--- config.mk ---
export PLATFORM = sky130hd
export DESIGN_NAME = i2c_rx_arbiter
export DESIGN_NICKNAME = d
export VERILOG_FILES = /design/src/rtl/i2c_pkg.sv /design/src/rtl/i2c_rr_arb2.sv /design/src/rtl/i2c_rx_arbiter.sv
export SDC_FILE = /design/constraint.sdc
export NUM_CORES = 1
export LEC_CHECK = 0
export CAP_MARGIN = 20
export CORE_MARGIN = 4
export CORE_UTILIZATION = 35
export CTS_BUF_LIST = sky130_fd_sc_hd__clkbuf_2 sky130_fd_sc_hd__clkbuf_4 sky130_fd_sc_hd__clkbuf_8
export DETAILED_ROUTE_END_ITERATION = 6
export PLACE_DENSITY_LB_ADDON = 0.12
export SLEW_MARGIN = 20
export SYNTH_ARGS = -nofsm -noshare
export SYNTH_HDL_FRONTEND = slang
export SYNTH_SLANG_ARGS = --single-unit
--- constraint.sdc ---
create_clock -name clk -period 5.7 [get_ports clk]
set_clock_uncertainty 0.1 [all_clocks]
set_input_delay 1.14 -clock clk [delete_from_list [all_inputs] [get_ports clk]]
set_output_delay 1.14 -clock clk [all_outputs]
set_load 0.005 [all_outputs]
--- src/rtl/i2c_pkg.sv ---
// Shared definitions for the two-requester I2C receive arbiter: FSM states,
// default timing parameters and a small index-to-one-hot helper.
package i2c_pkg;

    localparam int DEF_TIMEOUT_CYC = 4096;
    localparam int DEF_GAP_CYC     = 16;

    typedef enum logic [1:0] {
        ST_IDLE = 2'd0,
        ST_XFER = 2'd1,
        ST_GAP  = 2'd2
    } rx_state_e;

    function automatic logic [1:0] onehot2(input logic idx);
        return idx ? 2'b10 : 2'b01;
    endfunction

endpackage

--- src/rtl/i2c_rr_arb2.sv ---
// Two-way round-robin arbiter: a lone request always wins, a tie goes to the
// index that did not win last time.
module i2c_rr_arb2 (
    input  logic [1:0] req,
    input  logic       last_grant,
    output logic [1:0] grant
);

    generate
        for (genvar gi = 0; gi < 2; gi++) begin : g_grant
            assign grant[gi] = req[gi] & (~req[1-gi] | (last_grant != 1'(gi)));
        end
    endgenerate

endmodule

--- src/rtl/i2c_rx_arbiter.sv ---
// Grants one of two requesters access to an i2c_receive engine, forwards the
// received bytes to the owner and closes each transfer with done or timeout.
module i2c_rx_arbiter
    import i2c_pkg::*;
#(
    parameter int TIMEOUT_CYC = DEF_TIMEOUT_CYC,
    parameter int GAP_CYC     = DEF_GAP_CYC
) (
    input  logic       clk,
    input  logic       rst_n,
    input  logic [1:0] req_valid,
    input  logic [3:0] req_bytes0,
    input  logic [3:0] req_bytes1,
    output logic [1:0] req_ready,
    output logic [7:0] rx_data,
    output logic [1:0] rx_valid,
    output logic [1:0] done,
    output logic [1:0] timeout_err,
    output logic       busy,
    output logic       i2c_ready,
    output logic [3:0] i2c_data_bytes,
    input  logic [7:0] i2c_data,
    input  logic       i2c_data_valid
);

    localparam int TW = $clog2(TIMEOUT_CYC + 1);
    localparam int GW = $clog2(GAP_CYC + 1);
    localparam logic [TW-1:0] T_LAST = TW'(TIMEOUT_CYC - 1);
    localparam logic [GW-1:0] G_LAST = GW'(GAP_CYC - 1);

    rx_state_e     state_reg, state_next;
    logic          owner_reg, owner_next;
    logic          last_grant_reg, last_grant_next;
    logic [3:0]    bytes_reg, bytes_next;
    logic [3:0]    cnt_reg, cnt_next;
    logic [TW-1:0] tmo_cnt_reg, tmo_cnt_next;
    logic [GW-1:0] gap_cnt_reg, gap_cnt_next;
    logic          dv_reg;
    logic [1:0]    req_ready_reg, req_ready_next;
    logic [7:0]    rx_data_reg, rx_data_next;
    logic [1:0]    rx_valid_reg, rx_valid_next;
    logic [1:0]    done_reg, done_next;
    logic [1:0]    timeout_reg, timeout_next;
    logic          busy_reg, busy_next;
    logic          i2c_ready_reg, i2c_ready_next;

    logic [1:0]    arb_grant;
    logic          byte_edge;
    logic [3:0]    cnt_inc;

    i2c_rr_arb2 u_arb (
        .req        (req_valid),
        .last_grant (last_grant_reg),
        .grant      (arb_grant)
    );

    // The edge register tracks the strobe in every state, so a strobe already
    // high when a transfer starts is not mistaken for a new byte.
    assign byte_edge = i2c_data_valid & ~dv_reg;
    assign cnt_inc   = cnt_reg + 4'd1;

    always_comb begin
        state_next      = state_reg;
        owner_next      = owner_reg;
        last_grant_next = last_grant_reg;
        bytes_next      = bytes_reg;
        cnt_next        = cnt_reg;
        tmo_cnt_next    = tmo_cnt_reg;
        gap_cnt_next    = gap_cnt_reg;
        i2c_ready_next  = i2c_ready_reg;
        rx_data_next    = rx_data_reg;
        req_ready_next  = '0;
        rx_valid_next   = '0;
        done_next       = '0;
        timeout_next    = '0;
        case (state_reg)
            ST_IDLE: begin
                if (|req_valid) begin
                    owner_next      = arb_grant[1];
                    last_grant_next = arb_grant[1];
                    bytes_next      = arb_grant[1] ? req_bytes1 : req_bytes0;
                    cnt_next        = '0;
                    tmo_cnt_next    = '0;
                    req_ready_next  = arb_grant;
                    i2c_ready_next  = (bytes_next != 4'd0);
                    state_next      = ST_XFER;
                end
            end
            ST_XFER: begin
                // Zero-length requests only spend one cycle here to emit done.
                if (bytes_reg == 4'd0) begin
                    done_next  = onehot2(owner_reg);
                    state_next = ST_IDLE;
                end else if (byte_edge) begin
                    rx_data_next  = i2c_data;
                    rx_valid_next = onehot2(owner_reg);
                    cnt_next      = cnt_inc;
                    tmo_cnt_next  = '0;
                    if (cnt_inc == bytes_reg) begin
                        done_next      = onehot2(owner_reg);
                        i2c_ready_next = 1'b0;
                        gap_cnt_next   = '0;
                        state_next     = ST_GAP;
                    end
                end else if (tmo_cnt_reg == T_LAST) begin
                    timeout_next   = onehot2(owner_reg);
                    i2c_ready_next = 1'b0;
                    gap_cnt_next   = '0;
                    state_next     = ST_GAP;
                end else begin
                    tmo_cnt_next = tmo_cnt_reg + 1'b1;
                end
            end
            ST_GAP: begin
                if (gap_cnt_reg == G_LAST) begin
                    state_next = ST_IDLE;
                end else begin
                    gap_cnt_next = gap_cnt_reg + 1'b1;
                end
            end
            default: state_next = ST_IDLE;
        endcase
        busy_next = (state_next != ST_IDLE);
    end

    always_ff @(posedge clk or negedge rst_n) begin
        if (!rst_n) begin
            state_reg      <= ST_IDLE;
            owner_reg      <= 1'b0;
            last_grant_reg <= 1'b1;
            bytes_reg      <= '0;
            cnt_reg        <= '0;
            tmo_cnt_reg    <= '0;
            gap_cnt_reg    <= '0;
            dv_reg         <= 1'b0;
            req_ready_reg  <= '0;
            rx_data_reg    <= '0;
            rx_valid_reg   <= '0;
            done_reg       <= '0;
            timeout_reg    <= '0;
            busy_reg       <= 1'b0;
            i2c_ready_reg  <= 1'b0;
        end else begin
            state_reg      <= state_next;
            owner_reg      <= owner_next;
            last_grant_reg <= last_grant_next;
            bytes_reg      <= bytes_next;
            cnt_reg        <= cnt_next;
            tmo_cnt_reg    <= tmo_cnt_next;
            gap_cnt_reg    <= gap_cnt_next;
            dv_reg         <= i2c_data_valid;
            req_ready_reg  <= req_ready_next;
            rx_data_reg    <= rx_data_next;
            rx_valid_reg   <= rx_valid_next;
            done_reg       <= done_next;
            timeout_reg    <= timeout_next;
            busy_reg       <= busy_next;
            i2c_ready_reg  <= i2c_ready_next;
        end
    end

    assign req_ready      = req_ready_reg;
    assign rx_data        = rx_data_reg;
    assign rx_valid       = rx_valid_reg;
    assign done           = done_reg;
    assign timeout_err    = timeout_reg;
    assign busy           = busy_reg;
    assign i2c_ready      = i2c_ready_reg;
    assign i2c_data_bytes = bytes_reg;

endmodule

Word level (Yosys, flattened, before mapping)
Cells that the tools add are included.

storage, ports and cells
  bits in latches = 0
  bits in writable memories = 0
  bits in registers = 49
  memories = 0
  output and inout bits = 22
  memory bits (read-only) = 0
  word-level logic and storage cells = 96

operators by class
  muxes and demuxes = 43
  divide/modulo/power cells = 0
  order comparisons = 0
  equality and inequality tests = 12
  reduce and logical (&&, ||, !) cells = 13
  shifts and indexed selects = 0
  $add $sub $neg = 3
  bitwise gates (word level) = 10
  multipliers = 0

operators by type and width
  cell                                                                      count
  13-bit two-way mux                                                        4
  2-bit two-way mux                                                         20
  13-bit case mux with 2 select lines                                       1
  5-bit two-way mux                                                         5
  4-bit two-way mux                                                         4
  13-bit by 1-bit adder with 13-bit output (second input constant)          1
  13-bit by 12-bit equality test with 1-bit output (second input constant)  1
  5-bit case mux with 2 select lines                                        1
  5-bit AND reduction                                                       2
  3-bit inequality test (second input constant)                             3
  2-bit inequality test (second input constant)                             4
  4-bit case mux with 2 select lines                                        1
  4-bit AND reduction                                                       2
  2-bit case mux with 3 select lines                                        1
  2-bit nonzero test                                                        3
  5-bit by 1-bit adder with 5-bit output (second input constant)            1
  5-bit by 4-bit equality test with 1-bit output (second input constant)    1
  1-bit two-way mux                                                         5
  1-bit NOT                                                                 5
  4-bit by 1-bit adder with 4-bit output (second input constant)            1
  4-bit equality test                                                       1
  4-bit zero test                                                           1
  4-bit nonzero test                                                        1
  1-bit AND                                                                 3
  other kinds (8)                                                           9

Logic depth before layout (Yosys ltp)
Gate-level depths: netlist (run 1).

  word-level depth = 7
  gate-level depth with buffers = 8
  gate-level depth less buffers = 8

By module
Synthesis (run 1) repeated with hierarchy kept, for this count alone.

unflattened totals
  cells, all modules = 222
  area total of the unflattened synthesis = 2,297.2 um^2

modules (own cells, without submodules)
  module          sequential area each (um^2)  cells an instance  times used  area each (um^2)
  i2c_rx_arbiter  1,227.4                      219                1           2,278.4
  i2c_rr_arb2     0.0                          3                  1           18.8

Worst setup path before layout (run 1)
Ideal clock, no wire load.

  kind = input -> register
  from = input port i2c_data_valid
  to = register tmo_cnt_reg[9]
  buffers on the path = 0
  library setup time = 0.124 ns
  slack = 3.198 ns
  stages = 5
  required time = 5.476 ns
  arrival = 2.279 ns
  cells stage by stage = nor2b_1 > nor4_4 > a31oi_2 > and4b_1 > a211o_1

between the ends
  word-level cells in the longest chain between the ends = 4
  elaborated cells between the ends (all ways) = 6

ends and longest elaborated chain
  element                              RTL line               RTL
  start, declared                      i2c_rx_arbiter.sv:23   input logic i2c_data_valid
  1-bit AND (*)                        i2c_rx_arbiter.sv:59   assign byte_edge = i2c_data_valid & ~dv_reg;
  13-bit two-way mux                   i2c_rx_arbiter.sv:94   end else if (byte_edge) begin
  13-bit two-way mux                   i2c_rx_arbiter.sv:91   if (bytes_reg == 4'd0) begin
  13-bit case mux with 2 select lines  i2c_rx_arbiter.sv:76   case (state_reg)
  end signal, assigned                 i2c_rx_arbiter.sv:149  tmo_cnt_reg <= tmo_cnt_next;
  end, declared                        i2c_rx_arbiter.sv:36   logic [TW-1:0] tmo_cnt_reg, tmo_cnt_next;

Mark *: on every way between the ends. The rest lies on a longest branch, timed or not. The select of a mux whose other input is x is not followed.
A chain may end at the register's enable or synchronous reset.

Worst setup path in the final report (run 1)
  from = input port i2c_data_valid
  to = register tmo_cnt_reg[3]

Same word-level chain as after synthesis.

==> metrics.yaml, run 1 <==
dp_cells: 361
ys_warn_count: 0
grt_pass1_wl_microns: 8890
hold_class: "reg -> reg"
synth_edf_count: 0
rsz0062_at_grt: "false"
cts.clk_slew.worst_paths_ns: 0.09
die_w_microns: 90.9
syn-cell-area_sq_mm: 0.00241
via_per_inst: 5.05
maxCapViolations: 0
ys_ff_latch: 49
finalCriticalPeriod_ns: 2.88
drive_above_1_share: 0.0890
first_pass_iters: 4
clock.fmax_mhz: 348
place_congestion: 0.875
crit_path_max_incr_delay_ns: 0.50
worstReg2RegStart: "tmo_cnt_reg[0]$_DFFE_PN0P_"
synth.area.top_cells: "dfrtp_1 (50%), nand2_1 (9.2%), o21ai_0 (3.7%)"
antenna_found_initial: 0
critPathArrivalTime_ns: 2.98
area_growth_pct: 25.0
netlist.area_leader.share: 0.499
slew_viol_final: 0
postRouteAntennaNets: 0
ios: 43
grt_max_degree: 50
worstMarginPinSlew_ns: 0.704
die_area_sq_mm: 0.00826
r2r_slack_ns: 3.41
syn_avg_cell_area_sq_um: 9.78
postCtsHoldBufs: 0
start_util: 0.370
endpoint_kind: "register"
vias: 1864
fin_setup_tns_ns: 0
crit_type: "in -> reg"
grt_pass1_vias: 1812
die_height_microns: 90.9
dp_hpwl_microns: 3760
crit_family: "simple AND/OR/NAND/NOR gates"
pwr-share-comb: 0.395
nFillCells: 640
dpl_worst_slack_ns: 2.51
crit_end: "tmo_cnt_reg[3]$_DFFE_PN0P_"
cellLeakagePower_nw: 1.36
wl_per_cell_microns: 14.1
core_sq_mm: 0.00649
largest_reg_flops: 13
layoutNonFillerInstCount: 369
num-nets-final: 316
grt-ovfl-total: 0
fin_util: 0.463
synth_fp_nets: 271
port_buffers: 42
critical_path_buf_inv_count: 1
row_count: 29
cts_tree: "yes"
cp-startpoint: "i2c_data_valid"
synthTopCellsByCount: "nand2_1 (59), dfrtp_1 (48), o21ai_0 (18), nor2_1 (15), nand3_1 (10)"
clockPowerShare: 0.196
postSynthCellCount: 246
htreeDepth: 2
cts_resized: 0
ir_drop_uv: 216
synthMostInstantiatedCell: "nand2_1"
p_sw_mw: 0.464
relSlewSlack: 0.528
drtIter0Drc: 87
cts-root-buf: "clkbuf_8"
path_depth: 6
ys_types: 53
numCtsBuffers: 5
intPower_mw: 0.855
track_usage: 0.131
cp.required_ns: 5.80
routed_wl_microns: 5210
reg2regPathDepth: 6
powerDensity_mw_per_mm2: 439
r2r-end: "gap_cnt_reg[4]$_DFFE_PN0P_"
pwr-share-seq: 0.408
cp_slowest_cell: "clkdlybuf4s50_1"
final.setup.worst_slack_ns: 2.82
worst_setup_path_start_kind: "input pin"
worstPathCellList: "clkdlybuf4s50_1 > nor2b_1 > nor4_4 > a31o_4 > or2_4 > o31ai_1"
netSwitchingFraction: 0.352
status: "finished clean"
insertion_delay_ns: 0.30
clock_sinks: 49
synthArstFlopShare: 1.00
cp_max_fo: 10
ys_seq_area_frac: 0.510
insertedDiodeCount: 0
cts_setup_buffers: 0
drc: 0
synth_area_leader_cell: "dfrtp_1"
setup_viol: 0
cts_buffer_depth: 2
fin_crit_sh: 0.505
synth_flop_cell: "dfrtp_1"
worst_hold_slack_ns: 0.378
hold_viol: 0
power groups by stage:
stage	logic [mW]	clock network (mW)	registers [mW]
after floorplan	0.332	0	0.528
after global placement	0.529	0	0.546
after detailed placement	0.529	0	0.547
after CTS	0.529	0.270	0.541
after global routing	0.580	0.282	0.559
final	0.521	0.259	0.539
metal layers:
layer  vias up  GRT usage  wire length (microns)
li1        947          -                      -
met1       869      0.191                   2680
met2        41      0.196                   2230
met3         7     0.0317                    233
met4         0     0.0377                     56
met5         -          0                      0
placed cells by master (no fill, tap or decap), types with 2 or more instances in the layout:
| cell | Yosys | final |
|---|---|---|
| a21oi_1 | 5 | 5 |
| nand2_1 | 59 | 59 |
| and3_1 | 4 | 4 |
| nor4_1 | 3 | 3 |
| nand4_1 | 2 | 2 |
| clkbuf_8 | 0 | 6 |
| nand2b_1 | 2 | 2 |
| dfrtp_1 | 48 | 48 |
| a21boi_1 | 2 | 2 |
| mux2i_1 | 4 | 4 |
| nor2_1 | 15 | 15 |
| inv_1 | 4 | 4 |
| o21a_1 | 2 | 2 |
| nor3_1 | 5 | 5 |
| xnor2_1 | 4 | 4 |
| o21ai_1 | 3 | 4 |
| and2_1 | 3 | 3 |
| ha_1 | 4 | 4 |
| nand3_1 | 10 | 10 |
| o31ai_1 | 2 | 2 |
| a21o_1 | 4 | 4 |
| a31oi_1 | 4 | 4 |
| o21ai_0 | 18 | 17 |
| xor2_1 | 5 | 5 |
| a211oi_1 | 3 | 3 |
| clkdlybuf4s50_1 | 0 | 41 |
| or2_4 | 2 | 2 |
how the worst min path moves through the flow:
stage,from,end,depth (start not counted)
global placement,rx_data[6]$_DFFE_PN0P_,rx_data[6]$_DFFE_PN0P_,2
global route,rx_data[5]$_DFFE_PN0P_,rx_data[5]$_DFFE_PN0P_,2
detailed placement,rx_data[7]$_DFFE_PN0P_,rx_data[7]$_DFFE_PN0P_,2
CTS,rx_data[7]$_DFFE_PN0P_,rx_data[7]$_DFFE_PN0P_,2
floorplan,tmo_cnt_reg[11]$_DFFE_PN0P_,tmo_cnt_reg[11]$_DFFE_PN0P_,1
finish,rx_data[7]$_DFFE_PN0P_,rx_data[7]$_DFFE_PN0P_,2
worst register-to-register path: cells and delay by family, from the launching register on:
kind / cells / cell delay [ns]
flops: 1 / 0.44
fa+ha+maj: 1 / 0.27
compound gates: 2 / 0.46
simple gates: 3 / 0.90
cell type report:
class	count	area (sq um)	area share
clock buffer	6	82.6	0.0275
inverter	4	15.0	0.00499
multi-input combinational	188	1120	0.374
clock inverter	2	37.5	0.0125
sequential	49	1230	0.408
timing repair buffer	43	423	0.141
tap	77	96.3	0.0320
kinds of logic after synthesis:
| logic type | synth area share |
|---|---|
| simple gates | 0.238 |
| buf+inv | 0.0224 |
| flops | 0.510 |
| compound gates | 0.160 |
| mux | 0.0166 |
| xor+xnor | 0.0328 |
| fa+ha+maj | 0.0208 |
metrics by stage:
step	cell area, sq um	power (mW)
2_1_floorplan	2410	0.860
3_3_place_gp	2890	1.07
3_5_place_dp	2890	1.08
4_1_cts	3010	1.34
5_1_grt	3010	1.42
6_report	3010	1.32
Power figures use the tool's default switching activity.
==> run 2: changes to the inputs <==
==> constraint.sdc (replaced) <==
create_clock -name clk -period 2.6 [get_ports clk]
set_clock_uncertainty 0.1 [all_clocks]
set_input_delay 0.52 -clock clk [delete_from_list [all_inputs] [get_ports clk]]
set_output_delay 0.52 -clock clk [all_outputs]
set_load 0.005 [all_outputs]
==> run 2 against run 1 <==
Worst hold slack got worse by 0.21 ns. Sequential share of layout area decreased by 0.65 points. Count of clock-buffer cells in the layout decreased by 1. Clock power increased by 80%. Total power increased by 120%. Setup slack got worse by 2.4 ns. Die area unchanged. Sequential power increased by 120%. Largest power group unchanged. Design area increased by 1.6%.
==> metrics.yaml, run 2 (same netlist as run 1, synthesis figures left out) <==
antenna_found_initial: 0
clock_sinks: 49
fin_util: 0.470
cts-root-buf: "clkbuf_8"
r2r-end: "gap_cnt_reg[4]$_DFFE_PN0P_"
first_pass_iters: 4
postRouteAntennaNets: 0
fin_setup_tns_ns: 0
rsz0062_at_grt: "false"
final_cell_mix: "nand2_1 (59), dfrtp_1 (48), clkdlybuf4s50_1 (41), o21ai_0 (18), nor2_1 (15)"
insertion_delay_ns: 0.30
port_buffers: 42
endpoint_kind: "register"
worstReg2RegStart: "tmo_cnt_reg[0]$_DFFE_PN0P_"
num-nets-final: 326
r2r_slack_ns: 0.44
worstMarginPinSlew_ns: 0.755
ios: 43
final_common_cell: "nand2_1"
place_congestion: 0.805
finalCriticalPeriod_ns: 2.16
hold_class: "in -> async"
powerDensity_mw_per_mm2: 931
cp.required_ns: 2.67
cts_buffer_depth: 2
core_sq_mm: 0.00649
maxCapViolations: 0
crit_type: "reg -> reg"
die_w_microns: 90.9
cp_max_fo: 7
grt_pass1_vias: 1898
cts_resized: 0
insertedDiodeCount: 0
status: "finished clean"
cts_setup_buffers: 0
vias: 1930
dp_hpwl_microns: 4000
largest_reg_flops: 13
drc: 0
relSlewSlack: 0.497
die_height_microns: 90.9
drtIter0Drc: 62
clock.fmax_mhz: 462
htreeDepth: 2
reg2regPathDepth: 6
cts_tree: "yes"
critPathArrivalTime_ns: 2.23
worst_setup_path_start_kind: "register"
area_growth_pct: 27.0
postCtsHoldBufs: 0
drive_above_1_share: 0.119
track_usage: 0.135
hold_viol: 0
via_per_inst: 5.09
setup_viol: 0
grt_pass1_wl_microns: 9130
ir_drop_uv: 542
cts.clk_slew.worst_paths_ns: 0.10
slew_viol_final: 0
numCtsBuffers: 5
grt_max_degree: 35
die_area_sq_mm: 0.00826
routed_wl_microns: 5370
row_count: 29
wl_per_cell_microns: 14.2
cellLeakagePower_nw: 1.40
fin_crit_sh: 0.832
grt-ovfl-total: 0
start_util: 0.370
[run 2: cell types whose count changed in the layout (fill, tap and decap cells not counted)]
cell and delta:
buf_4 +10, inv_6 +1, clkinv_4 +1, o21ai_1 -1, bufinv_16 -1, o21ai_0 +1, clkbuf_8 -1
[run 2: stage by stage]
stage / hold WS (ns) / std cells / power, mW / instance area, sq um / setup WS [ns]
floorplan: 0.124 / 246 / 1.89 / 2410 / 0.602
global placement: 0.358 / 371 / 2.41 / 2960 / 0.125
detailed placement: 0.362 / 371 / 2.41 / 2960 / 0.0980
CTS: 0.205 / 379 / 2.89 / 3060 / 0.412
global route: 0.248 / 379 / 3.07 / 3060 / 0.283
finish: 0.173 / 379 / 2.84 / 3060 / 0.436
[run 2: area by class of cell]
| type | count | area (sq um) |
|---|---|---|
| fill | 637 | 3440 |
| sequential | 49 | 1230 |
| multi-input combinational | 188 | 1120 |
| timing repair buffer | 53 | 498 |
| tap | 77 | 96.3 |
| clock buffer | 5 | 68.8 |
| clock inverter | 3 | 25.0 |
| inverter | 4 | 15.0 |
[run 2: worst max-delay path by stage]
stage          slack, ns                          to                        from  depth (start not counted)
3_3_place_gp        0.13  gap_cnt_reg[4]$_DFFE_PN0P_              i2c_data_valid                          6
2_1_floorplan       0.60  tmo_cnt_reg[9]$_DFFE_PN0P_  tmo_cnt_reg[0]$_DFFE_PN0P_                          6
4_1_cts             0.41  gap_cnt_reg[4]$_DFFE_PN0P_  tmo_cnt_reg[0]$_DFFE_PN0P_                          6
3_5_place_dp         0.1  gap_cnt_reg[4]$_DFFE_PN0P_              i2c_data_valid                          6
6_report            0.44  gap_cnt_reg[4]$_DFFE_PN0P_  tmo_cnt_reg[0]$_DFFE_PN0P_                          6
5_1_grt             0.28  gap_cnt_reg[4]$_DFFE_PN0P_  tmo_cnt_reg[0]$_DFFE_PN0P_                          6
[run 2: report_power, final]
part,switching (mW),total (mW),internal (mW)
clock network,0.272,0.466,0.195
registers,0.195,1.19,0.991
logic,0.584,1.19,0.609
total,1.05,2.84,1.79
[run 2: worst max-delay path, cell delays in order (launching register included)]
cell     delay, ns
dfrtp_1       0.44
ha_1          0.27
nand4_2       0.17
nor4_4        0.41
nand2_1       0.17
a21oi_2       0.33
o22ai_1       0.14
[run 2: routing by layer]
layer,GRT usage,vias to the layer above,routed length [microns],part of all wire
met2,0.214,45,2420,0.45
met5,0,-,0,0
met4,0.0415,0,68,0.013
met1,0.185,905,2630,0.49
met3,0.0300,6,259,0.048
li1,-,974,-,-
==> run 3: changes to the inputs <==
==> constraint.sdc (replaced) <==
create_clock -name clk -period 2.1 [get_ports clk]
set_clock_uncertainty 0.1 [all_clocks]
set_input_delay 0.42 -clock clk [delete_from_list [all_inputs] [get_ports clk]]
set_output_delay 0.42 -clock clk [all_outputs]
set_load 0.005 [all_outputs]
==> run 3 against run 2 <==
Core utilization increased by 3.7 points. Highest routed layer unchanged. First-iteration DRC count down 21%. Critical path depth is the same. Design area grew 7.9%. Largest cell class unchanged.
==> metrics.yaml, run 3 (same netlist as run 1, synthesis figures left out) <==
status: "finished clean"
drtIter0Drc: 49
num-nets-final: 351
clockPowerShare: 0.179
die_height_microns: 90.9
worstReg2RegStart: "tmo_cnt_reg[0]$_DFFE_PN0P_"
grt_pass1_vias: 1974
cp_max_fo: 6
htreeDepth: 2
via_per_inst: 4.94
clock.fmax_mhz: 511
die_area_sq_mm: 0.00826
cp-startpoint: "i2c_data_valid"
min-delay-start: "rx_data[7]$_DFFE_PN0P_"
place_congestion: 0.798
dpl_cell_area_sq_mm: 0.00317
nFillCells: 629
grt_max_degree: 26
finalCriticalPeriod_ns: 1.96
final_common_cell: "nand2_1"
numCtsBuffers: 5
worst_setup_path_start_kind: "input pin"
hold_viol: 0
core_sq_mm: 0.00649
fin_crit_sh: 0.931
endpoint_kind: "register"
antenna_found_initial: 0
track_usage: 0.143
drc: 0
first_pass_iters: 4
grt_pass1_wl_microns: 9690
insertedDiodeCount: 0
port_buffers: 42
vias: 1996
final_cell_mix: "nand2_1 (59), dfrtp_1 (48), clkdlybuf4s50_1 (41), buf_4 (33), o21ai_0 (18)"
critPathArrivalTime_ns: 2.06
postRouteAntennaNets: 0
cts-root-buf: "clkbuf_8"
grt-ovfl-total: 0
slew_viol_final: 0
ios: 43
hold_path_depth: 2
crit_type: "in -> reg"
netSwitchingFraction: 0.337
regArea_sq_mm: 0.00123
insertion_delay_ns: 0.30
intPower_mw: 2.61
fin_setup_tns_ns: 0
ir_drop_uv: 556
maxCapViolations: 0
cts_resized: 0
reg2regPathDepth: 6
finalPower_mw: 3.93
setup_viol: 0
hold_class: "reg -> reg"
routed_wl_microns: 5620
row_count: 29
cellLeakagePower_nw: 1.55
wl_per_cell_microns: 13.9
dp_hpwl_microns: 4430
powerDensity_mw_per_mm2: 1190
relSlewSlack: 0.733
final_area_sq_mm: 0.00330
final.setup.worst_slack_ns: 0.144
pwr-share-seq: 0.363
p_sw_mw: 1.32
area_growth_pct: 37.0
cts.clk_slew.worst_paths_ns: 0.08
die_w_microns: 90.9
clock_sinks: 49
start_util: 0.370
worstMarginPinSlew_ns: 0.401
dpl_worst_slack_ns: -0.220
drive_above_1_share: 0.183
cts_tree: "yes"
largest_reg_flops: 13
pwr-share-comb: 0.458
multiInputGateArea_sq_mm: 0.00112
cts_buffer_depth: 2
rsz0062_at_grt: "false"
cp.required_ns: 2.21
==> run 3: changes by cell type in the layout (fill, tap and decap cells not counted), sizes merged <==
cell	before	now
inv	5	4
buf	12	36
dlygate4sd3	0	1
bufinv	0	1
clkbuf	5	7
clkinv	1	0
clkinvlp	1	0
==> run 3: critical path: stages <==
cell             delay, ns
clkdlybuf4s50_1       0.49
nor2b_1               0.29
nor4_4                0.11
a31o_4                0.28
or2_4                 0.25
o31ai_1               0.22
==> run 3: repair_timing <==
action                                 in CTS  in global routing
hold buffers                                1                  0
buffers inserted                            0                  0
endpoints found under the hold margin      13                  0
==> run 3: area by class of cell <==
type,instances,share of cell area
multi-input cells,188,0.341
well taps,77,0.0292
inverters,4,0.00455
clock inverters,1,0.00911
flip-flops and latches,49,0.372
repair buffers,78,0.216
clock buffers,7,0.0273
==> run 3: final timing paths <==
check | endpoint | slack [ns]
hold reg to reg | rx_data[7]$_DFFE_PN0P_ | 0.38
setup / recovery | tmo_cnt_reg[3]$_DFFE_PN0P_ | 0.14
setup reg to reg | tmo_cnt_reg[9]$_DFFE_PN0P_ | 0.18
min in group asynchronous | tmo_cnt_reg[1]$_DFFE_PN0P_ | 0.48
hold / removal | rx_data[7]$_DFFE_PN0P_ | 0.38
max in group asynchronous | last_grant_reg$_DFFE_PN1P_ | 0.85
==> run 3: power by group through the flow <==
stage | Combinational [mW] | Clock [mW] | Sequential, mW
after floorplan | 0.901 | 0 | 1.43
after global placement | 1.82 | 0 | 1.44
after detailed placement | 1.82 | 0 | 1.45
after CTS | 1.83 | 0.736 | 1.43
after global routing | 2.01 | 0.770 | 1.47
final | 1.80 | 0.706 | 1.43
==> run 3: per-stage QoR <==
step / util / std cells / hold WS [ns]
4_1_cts: 0.508 / 404 / 0.385
3_5_place_dp: 0.488 / 395 / 0.275
3_3_place_gp: 0.488 / 395 / 0.271
2_1_floorplan: - / 246 / 0.0244
6_report: 0.508 / 404 / 0.382
5_1_grt: 0.508 / 404 / 0.404
==> run 3: routing by layer <==
layer	vias to the layer above	global-route usage	wire [microns]
met5	-	0	0
met4	0	0.0302	53
met2	48	0.222	2500
li1	1019	-	-
met3	6	0.0300	258
met1	923	0.206	2810
